[config.mk]
export PLATFORM = sky130hd
export DESIGN_NAME = hazard_ctrl
export DESIGN_NICKNAME = d
export VERILOG_FILES = /design/src/rtl/hazard_ctrl.sv
export SDC_FILE = /design/constraint.sdc
export NUM_CORES = 1
export LEC_CHECK = 0
export BUFFER_PORTS_ARGS = -buffer_cell sky130_fd_sc_hd__buf_2
export CORE_ASPECT_RATIO = 0.7
export CORE_MARGIN = 2
export CORE_UTILIZATION = 40
export CTS_BUF_LIST = sky130_fd_sc_hd__clkbuf_8 sky130_fd_sc_hd__clkbuf_16
export DETAILED_ROUTE_END_ITERATION = 8
export PLACE_DENSITY = 0.74
export SLEW_MARGIN = 40
export SYNTH_ARGS = -nofsm -noshare
export SYNTH_HDL_FRONTEND = slang
export SYNTH_SLANG_ARGS = --single-unit
[constraint.sdc]
create_clock -name clk_i -period 2.1 [get_ports clk_i]
set_clock_uncertainty 0.1 [all_clocks]
set_input_delay 0.315 -clock clk_i [delete_from_list [all_inputs] [get_ports clk_i]]
set_output_delay 0.315 -clock clk_i [all_outputs]
set_load 0.01 [all_outputs]
[src/rtl/hazard_ctrl.sv]
// hazard_ctrl: stall/flush controller for a classic 5-stage pipeline.
// Resolves load-use hazards between ID and EX, flushes wrong-path
// instructions on a taken branch/jump in EX, and freezes the pipeline
// while a MEM-stage data access waits for its acknowledge. If the wait
// runs past WAIT_TIMEOUT cycles, the core halts until reset.
// Optional feature macro: HAZARD_PERF_CNT_EN enables the saturating
// stall/flush performance counters. When the macro is undefined, both
// counter ports read constant 0 and no counter flops are built.
module hazard_ctrl #(
    parameter int unsigned WAIT_TIMEOUT = 255,
    parameter int unsigned CNT_W        = 32
) (
    input  logic             clk_i,
    input  logic             n_rst,
    input  logic [4:0]       id_rs1_addr_i,
    input  logic [4:0]       id_rs2_addr_i,
    input  logic             id_rs1_used_i,
    input  logic             id_rs2_used_i,
    input  logic [4:0]       ex_rd_addr_i,
    input  logic             ex_memread_en_i,
    input  logic             ex_wb_en_i,
    input  logic             ex_branch_taken_i,
    input  logic             mem_req_i,
    input  logic             mem_ack_i,
    output logic             pc_stall_o,
    output logic             if_id_stall_o,
    output logic             if_id_flush_o,
    output logic             id_ex_stall_o,
    output logic             id_ex_flush_o,
    output logic             ex_mem_stall_o,
    output logic             mem_wb_flush_o,
    output logic             halt_o,
    output logic [CNT_W-1:0] stall_cycles_o,
    output logic [CNT_W-1:0] flush_events_o
);

    typedef enum logic [1:0] {
        RUN      = 2'd0,
        MEM_WAIT = 2'd1,
        HALT     = 2'd2
    } state_t;

    // The last un-acknowledged MEM_WAIT cycle before HALT is taken.
    localparam logic [15:0] WAIT_LAST = 16'(WAIT_TIMEOUT - 1);

    state_t      state;
    state_t      state_nxt;
    logic [15:0] wait_cnt;
    logic [15:0] wait_cnt_nxt;
    logic        mem_hold;
    logic        load_use;
    logic        rs1_hit;
    logic        rs2_hit;

    // Hazard detection terms, purely combinational from the stage inputs.
    always_comb begin
        mem_hold = mem_req_i & ~mem_ack_i;
        rs1_hit  = id_rs1_used_i & (id_rs1_addr_i == ex_rd_addr_i);
        rs2_hit  = id_rs2_used_i & (id_rs2_addr_i == ex_rd_addr_i);
        load_use = ex_memread_en_i & ex_wb_en_i & (ex_rd_addr_i != 5'd0)
                 & (rs1_hit | rs2_hit);
    end

    // State and wait-counter registers; reset returns to RUN at once.
    always_ff @(posedge clk_i or negedge n_rst) begin
        if (!n_rst) begin
            state    <= RUN;
            wait_cnt <= 16'd0;
        end else begin
            state    <= state_nxt;
            wait_cnt <= wait_cnt_nxt;
        end
    end

    // Next-state logic and Mealy stall/flush outputs, in priority order:
    // halt/memory freeze, then branch flush, then load-use bubble.
    always_comb begin
        state_nxt      = state;
        wait_cnt_nxt   = 16'd0;
        pc_stall_o     = 1'b0;
        if_id_stall_o  = 1'b0;
        if_id_flush_o  = 1'b0;
        id_ex_stall_o  = 1'b0;
        id_ex_flush_o  = 1'b0;
        ex_mem_stall_o = 1'b0;
        mem_wb_flush_o = 1'b0;

        unique case (state)
            RUN: begin
                if (mem_hold) state_nxt = MEM_WAIT;
            end
            MEM_WAIT: begin
                // A dropped request counts as an ack: no hold, back to RUN.
                if (!mem_hold) begin
                    state_nxt = RUN;
                end else if (wait_cnt == WAIT_LAST) begin
                    state_nxt    = HALT;
                    wait_cnt_nxt = wait_cnt;
                end else begin
                    wait_cnt_nxt = (wait_cnt == 16'hFFFF) ? wait_cnt
                                                          : wait_cnt + 16'd1;
                end
            end
            HALT: begin
                state_nxt = HALT;
            end
            default: begin
                state_nxt = RUN;
            end
        endcase

        // Freeze everything up to EX and bubble WB. No IF/ID or ID/EX flush
        // here: the registers favour flush over stall, and a flush would
        // destroy the held EX instruction.
        if ((state == HALT) || mem_hold) begin
            pc_stall_o     = 1'b1;
            if_id_stall_o  = 1'b1;
            id_ex_stall_o  = 1'b1;
            ex_mem_stall_o = 1'b1;
            mem_wb_flush_o = 1'b1;
        end else if (ex_branch_taken_i) begin
            // The ID instruction is wrong-path, so any load-use hit is moot.
            if_id_flush_o  = 1'b1;
            id_ex_flush_o  = 1'b1;
        end else if (load_use) begin
            pc_stall_o     = 1'b1;
            if_id_stall_o  = 1'b1;
            id_ex_flush_o  = 1'b1;
        end
    end

    assign halt_o = (state == HALT);

`ifdef HAZARD_PERF_CNT_EN
    function automatic logic [CNT_W-1:0] sat_inc(input logic [CNT_W-1:0] v);
        return (&v) ? v : v + CNT_W'(1);
    endfunction

    logic [CNT_W-1:0] stall_cnt;
    logic [CNT_W-1:0] flush_cnt;

    // Saturating event counters for stalled-PC cycles and branch flushes.
    always_ff @(posedge clk_i or negedge n_rst) begin
        if (!n_rst) begin
            stall_cnt <= '0;
            flush_cnt <= '0;
        end else begin
            if (pc_stall_o)    stall_cnt <= sat_inc(stall_cnt);
            if (if_id_flush_o) flush_cnt <= sat_inc(flush_cnt);
        end
    end

    assign stall_cycles_o = stall_cnt;
    assign flush_events_o = flush_cnt;
`else
    assign stall_cycles_o = '0;
    assign flush_events_o = '0;
`endif

endmodule

==> results of run 1 <==
## routing by layer
layer,up-vias,global-route usage,wire [um]
li1,615,-,-
met1,582,0.166,1350
met2,64,0.193,1440
met3,2,0.0383,321
met4,0,0.0190,10
met5,-,0,0
## state kept, by name, summed over array words and instances, names as in the netlist
signal / count
state: 2
wait_cnt: 16
## kinds of logic (layout without fill, tap and decap cells)
family                     count (synthesis)  in the layout  share of synthesized area
buffers and inverters                     74             40                      0.322
adders and majority gates                  2              2                     0.0148
AOI/OAI and AO/OA                         36             36                      0.142
other                                      1             64                    0.00222
muxes                                      2              2                     0.0118
and+or+nand+nor                           52             52                      0.189
DFF                                       18             18                      0.266
xor gates and xnor gates                  10             10                     0.0518
## worst reg2reg max path, delay by kind of cell (launching register included)
kind	cells	cell delay [ns]
AO/OA/AOI/OAI	2	0.38
AND/OR/NAND/NOR	2	0.76
flip-flops	1	0.38
adder cells (fa/ha/maj)	1	0.18
## Yosys cell counts (2+ instances only)
master	number
nor2_1	2
nand3_1	4
o21a_1	2
nor4_1	3
and3_1	4
nor3_1	3
a31oi_1	5
or4_1	6
a21oi_1	9
buf_4	67
and2_1	4
buf_6	2
dfrtp_1	18
o31ai_1	7
ha_1	2
and2_0	2
xnor2_1	2
and4_1	4
o21ai_0	6
inv_1	4
xor2_1	8
nand4_1	6
nand2_1	9
mux2i_1	2
## cell type report
class	count	area [um^2]
repair buffers	33	173
clock buffers	3	41.3
fillers	419	2310
flip-flops and latches	18	450
multi-input cells	166	937
inverters	4	15.0
well taps	52	65.1
## path summary, 6_finish.rpt
check	from	endpoint	slack (ns)	depth (start not counted)
max in group asynchronous	n_rst	wait_cnt[6]$_DFFE_PN0P_	1.19	2
min in group asynchronous	n_rst	wait_cnt[13]$_DFFE_PN0P_	0.42	2
min reg2reg	wait_cnt[7]$_DFFE_PN0P_	wait_cnt[7]$_DFFE_PN0P_	0.38	1
min	mem_req_i	state[0]$_DFFE_PN0P_	0.28	2
max	ex_rd_addr_i[4]	pc_stall_o	0.16	6
max reg2reg	wait_cnt[1]$_DFFE_PN0P_	wait_cnt[12]$_DFFE_PN0P_	0.22	5
## metrics by stage
step / hold slack [ns] / instance area, um^2 / total power [mW]
6_report: 0.276 / 1680 / 0.712
5_1_grt: 0.265 / 1680 / 0.756
4_1_cts: 0.267 / 1680 / 0.717
3_5_place_dp: 0.173 / 1630 / 0.485
3_3_place_gp: 0.177 / 1630 / 0.484
2_1_floorplan: -0.0806 / 1930 / 0.530
## power by group
group / switching, mW / leakage, nW / total (mW) / internal [mW]
Clock: 0.102 / 0.0216 / 0.229 / 0.127
Sequential: 0.00138 / 0.250 / 0.350 / 0.348
Combinational: 0.0955 / 0.550 / 0.133 / 0.0375
Total: 0.199 / 0.822 / 0.712 / 0.513
## timing repair
action,4_1_cts,5_1_grt
hold endpoints to repair,18,0
endpoints found under the setup margin,0,2
gates resized for setup,0,1
hold buffers,1,0
==> key figures, run 1 <==
Timing
  • Tcrit/Tclk final: 0.925
  • Setup ws final: 0.158 ns
  • RSZ-0062 raised after global routing: no
  • Slew Limit Fails: 0
  • # setup viols final: 0
  • Setup TNS: 0 ns
  • Max Fclk: 0.515 GHz
  • Post-layout min period: 1.94 ns
  • Final Hold Viols: 0

Cells and area
  • Area Overhead vs Synth: -0.518%
  • # diodes: 0
  • Commonest non-fill, non-tap cell in the layout: conb_1
  • # nets final: 252
  • Most frequent cells in the layout: 64 x conb_1, 31 x buf_2, 18 x dfrtp_1, 9 x a21oi_1, 9 x nand2_1
  • Non-Filler Instances: 276
  • Fin util: 0.421
  • Share of layout cells above drive strength 1: 0.188

Place
  • Final HPWL DP: 2.47 mm
  • DP Cell Count: 272
  • IO Port Bufs: 31
  • Pre-CTS setup slack: 0.118 ns
  • Final RePlAce weighted congestion: 0.793

Logic synthesis
  • Share of flip-flops with an asynchronous set or reset: 1.00
  • Synth warnings: 0
  • Top cell type's share of synthesized area: 0.298
  • Synth top area cells: buf_4 30%, dfrtp_1 27%, xor2_1 4.1%
  • Synth unique cells: 38
  • Syn Inst Count: 195
  • Cell taking the most area after synthesis: buf_4
  • Post-synth top flop: dfrtp_1
  • Sequential cell area fraction in the yosys report: 0.266
  • Yosys reg bits: 18
  • Number of flops mapped to enable cells by yosys: 0
  • Mapped Area: 0.00169 mm^2
  • Synth Area per Inst: 8.67 um^2

Setup path
  • Worst-path maximum fanout: 3
  • Critical-path cell list: buf_2 -> xor2_1 -> nor4_1 -> a32oi_1 -> o31ai_2 -> buf_2
  • Crit path buffers/inverters: 2
  • Critical Path AT: 1.53 ns
  • Slowest stage delay, CP: 0.29 ns
  • CP top delay family: compound AO/OA/AOI/OAI gates
  • Crit Path Class: primary input to output pin
  • Top cell by count, worst path: buf_2
  • Worst Path Required: 1.68 ns
  • CP Launch Type: primary input
  • CP Capture Type: output pin
  • Critical path's slowest cell: nor4_1

Detailed routing
  • Antenna viol nets, final: 0
  • Residual DRC: 0
  • Vias per inst: 4.58
  • Drt wl/cell: 11.3 um
  • Total Wirelength: 3.12 mm
  • DR iter-0 viols: 86
  • Via count: 1263
  • Drt first pass iters: 4

Power
  • Pwr Density: 423 mW/mm^2
  • Peak supply drop: 367 uV
  • Lkg Pwr: 0.822 nW

Run
  • Max-Cap Viols: 0

Clock network
  • Post-CTS Repair Setup Buffers: 0
  • H-tree depth: 1
  • Total CTS buffers: 3
  • Worst skew pair latency: 0.25 ns
  • Clk slew on worst S/H paths: 0.06 ns
  • CTS tree: done
  • CTS Root Buffer Type: clkbuf_8
  • CTS Sinks: 18
  • Clk buf depth: 2

Floorplanning
  • Rows: 19
  • Die area: 0.00477 mm^2
  • IO Pins: 96
  • Core Region: 0.00399 mm^2
  • Die Wd: 81.7 um
  • Initial core utilization: 0.423
  • Die Height: 58.4 um

Global routing
  • GRT overflow: 0
  • Vias in the first global route: 1017
  • Global router's overall resource usage: 0.121
  • Pin count of the biggest net entering global routing: 19
  • First-pass GRT wire length: 4.49 mm
  • Antenna violations before repair: 0

Min path
  • Worst Hold Class: primary input to flip-flop

Run status
  • Outcome: completed
Power figures use the tool's default switching activity.
==> run 2, diff against run 1 <==
--- a/config.mk
+++ b/config.mk
@@ -12,6 +12,7 @@
 export CTS_BUF_LIST = sky130_fd_sc_hd__clkbuf_8 sky130_fd_sc_hd__clkbuf_16
 export DETAILED_ROUTE_END_ITERATION = 8
 export PLACE_DENSITY = 0.74
+export REMOVE_ABC_BUFFERS = 1
 export SLEW_MARGIN = 40
 export SYNTH_ARGS = -nofsm -noshare
 export SYNTH_HDL_FRONTEND = slang
==> run 2 against run 1 <==
Worst setup slack got worse by 0.0034 ns. Core utilization fell by 0.13 points. Final area down 0.30%. Register-to-register slack got worse by 0.03 ns. Combinational power about the same. Sequential power hardly changed. Largest cell class unchanged.
==> key figures, run 2 (synthesized netlist as in run 1, its figures left out) <==
Place
  • DP Cell Count: 272 (unchanged)
  • IO Port Bufs: 31 (unchanged)
  • Final RePlAce weighted congestion: 0.795 (was 0.793)
  • Final HPWL DP: 2.53 mm (was 2.47 mm)
  • Pre-CTS setup slack: 0.175 ns (was 0.118 ns)

Timing
  • WHS: 0.253 ns (was 0.276 ns)
  • Setup ws final: 0.155 ns (was 0.158 ns)
  • # setup viols final: 0 (unchanged)
  • RSZ-0062 raised after global routing: no (unchanged)
  • Post-layout min period: 1.95 ns (was 1.94 ns)
  • Setup TNS: 0 ns (unchanged)
  • Tcrit/Tclk final: 0.926 (was 0.925)
  • Max Fclk: 0.514 GHz (was 0.515 GHz)
  • Final Hold Viols: 0 (unchanged)
  • Slew Limit Fails: 0 (unchanged)

Clock network
  • Post-CTS resize count: 0 (unchanged)
  • CTS tree: done (unchanged)
  • Total CTS buffers: 3 (unchanged)
  • H-tree depth: 1 (unchanged)
  • CTS Sinks: 18 (unchanged)
  • CTS Root Buffer Type: clkbuf_8 (unchanged)
  • Clk slew on worst S/H paths: 0.07 ns (was 0.06 ns)
  • Worst skew pair latency: 0.26 ns (was 0.25 ns)
  • Clk buf depth: 2 (unchanged)
  • Post-CTS Hold Fix Bufs: 1 (unchanged)
  • Post-CTS Repair Setup Buffers: 0 (unchanged)

Detailed routing
  • Via count: 1260 (was 1263)
  • Total Wirelength: 3.18 mm (was 3.12 mm)
  • Drt first pass iters: 4 (unchanged)
  • Drt wl/cell: 11.5 um (was 11.3 um)
  • Vias per inst: 4.57 (was 4.58)
  • Residual DRC: 0 (unchanged)
  • Antenna viol nets, final: 0 (unchanged)
  • DR iter-0 viols: 84 (was 86)

Cells and area
  • Largest register FFs: 16 (unchanged)
  • Most frequent cells in the layout: 64 x conb_1, 31 x buf_2, 18 x dfrtp_1, 9 x a21oi_1, 9 x nand2_1 (unchanged)
  • # diodes: 0 (unchanged)
  • Commonest non-fill, non-tap cell in the layout: conb_1 (unchanged)
  • Area Overhead vs Synth: -0.814% (was -0.518%)
  • # nets final: 252 (unchanged)
  • Share of layout cells above drive strength 1: 0.183 (was 0.188)
  • FILL cells: 406 (was 419)
  • Biggest register: wait_cnt (unchanged)
  • Biggest regs: wait_cnt x16, state x2 (unchanged)
  • Non-Filler Instances: 276 (unchanged)

Floorplanning
  • Die Wd: 81.7 um (unchanged)
  • IO Pins: 96 (unchanged)
  • Die area: 0.00477 mm^2 (unchanged)
  • Initial core utilization: 0.423 (unchanged)
  • Rows: 19 (unchanged)
  • Core Region: 0.00399 mm^2 (unchanged)
  • Die Height: 58.4 um (unchanged)

Global routing
  • Global router's overall resource usage: 0.131 (was 0.121)
  • First-pass GRT wire length: 4.81 mm (was 4.49 mm)
  • Met1 Use GR: 0.191 (was 0.166)
  • Met2 Use GR: 0.187 (was 0.193)
  • Vias in the first global route: 1042 (was 1017)
  • Pin count of the biggest net entering global routing: 19 (unchanged)
  • GRT overflow: 0 (unchanged)
  • Met3 GRT Util: 0.0460 (was 0.0383)
  • Antenna violations before repair: 0 (unchanged)
  • GRT Max-Usage Layer: met1 (was met2)

Setup path
  • Crit Path Class: primary input to output pin (unchanged)
  • Slowest stage delay, CP: 0.30 ns (was 0.29 ns)
  • Worst-path maximum fanout: 3 (unchanged)
  • CP Capture Type: output pin (unchanged)
  • Top cell by count, worst path: buf_2 (unchanged)
  • Critical-path cell list: buf_2 -> xor2_1 -> nor4_1 -> a32oi_1 -> o31ai_1 -> buf_2 (was buf_2 -> xor2_1 -> nor4_1 -> a32oi_1 -> o31ai_2 -> buf_2)
  • CP Launch Type: primary input (unchanged)
  • Worst Path Required: 1.68 ns (about the same)
  • Critical Path AT: 1.53 ns (about the same)
  • Critical path's slowest cell: o31ai_1 (was nor4_1)

Power
  • Lkg Pwr: 0.820 nW (was 0.822 nW)
  • Pwr Density: 435 mW/mm^2 (was 423 mW/mm^2)
  • Peak supply drop: 197 uV (was 367 uV)
  • Total power: 0.730 mW (was 0.712 mW)

Run status
  • Outcome: completed (unchanged)

Run
  • Max-Cap Viols: 0 (unchanged)

Min path
  • Worst Hold Class: primary input to flip-flop (unchanged)
-- run 2: cell types whose count changed in the layout (fill, tap and decap cells not counted) --
cell     change
o31ai_1      +1
o31ai_2      -1
-- run 2: cell type report --
cell class                      count  area (um^2)  area share
Multi-Input combinational cell    166          932       0.556
Sequential cell                    18          450       0.269
Timing Repair Buffer               33          173       0.103
Tap cell                           52         65.1      0.0388
Clock buffer                        3         41.3      0.0246
Inverter                            4         15.0     0.00896
-- run 2: final timing paths --
path | start | endpoint | slack, ns | cells past startpoint
max | ex_rd_addr_i[4] | pc_stall_o | 0.15 | 6
min | mem_req_i | state[0]$_DFFE_PN0P_ | 0.25 | 2
max reg2reg | wait_cnt[0]$_DFFE_PN0P_ | wait_cnt[12]$_DFFE_PN0P_ | 0.19 | 5
min reg2reg | wait_cnt[7]$_DFFE_PN0P_ | wait_cnt[7]$_DFFE_PN0P_ | 0.39 | 1
max in group asynchronous | n_rst | wait_cnt[5]$_DFFE_PN0P_ | 1.18 | 2
min in group asynchronous | n_rst | wait_cnt[0]$_DFFE_PN0P_ | 0.42 | 2
-- run 2: metal layers --
metal	part of all wire	wire length (um)	vias to the layer above
met3	0.069	218	6
met5	0	0	-
li1	-	-	618
met4	0.0079	25	0
met1	0.48	1510	591
met2	0.45	1420	45
-- run 2: worst max-delay path: cells and delay by family --
kind,cells,cell delay [ns]
buffers and inverters,2,0.30
AO/OA/AOI/OAI,2,0.47
AND/OR/NAND/NOR,1,0.29
XOR/XNOR,1,0.15
-- run 2: metrics by stage --
| stage | util | cell area (um^2) |
|---|---|---|
| 3_5_place_dp | 0.407 | 1630 |
| 5_1_grt | 0.420 | 1680 |
| 4_1_cts | 0.420 | 1680 |
| 3_3_place_gp | 0.407 | 1630 |
| 6_report | 0.420 | 1680 |
| 2_1_floorplan | - | 1400 |
-- run 2: power breakdown --
part / total (mW) / internal, mW / switching [mW]
clock: 0.248 / 0.128 / 0.121
sequential: 0.350 / 0.348 / 0.00150
combinational: 0.132 / 0.0372 / 0.0947
total: 0.730 / 0.513 / 0.217
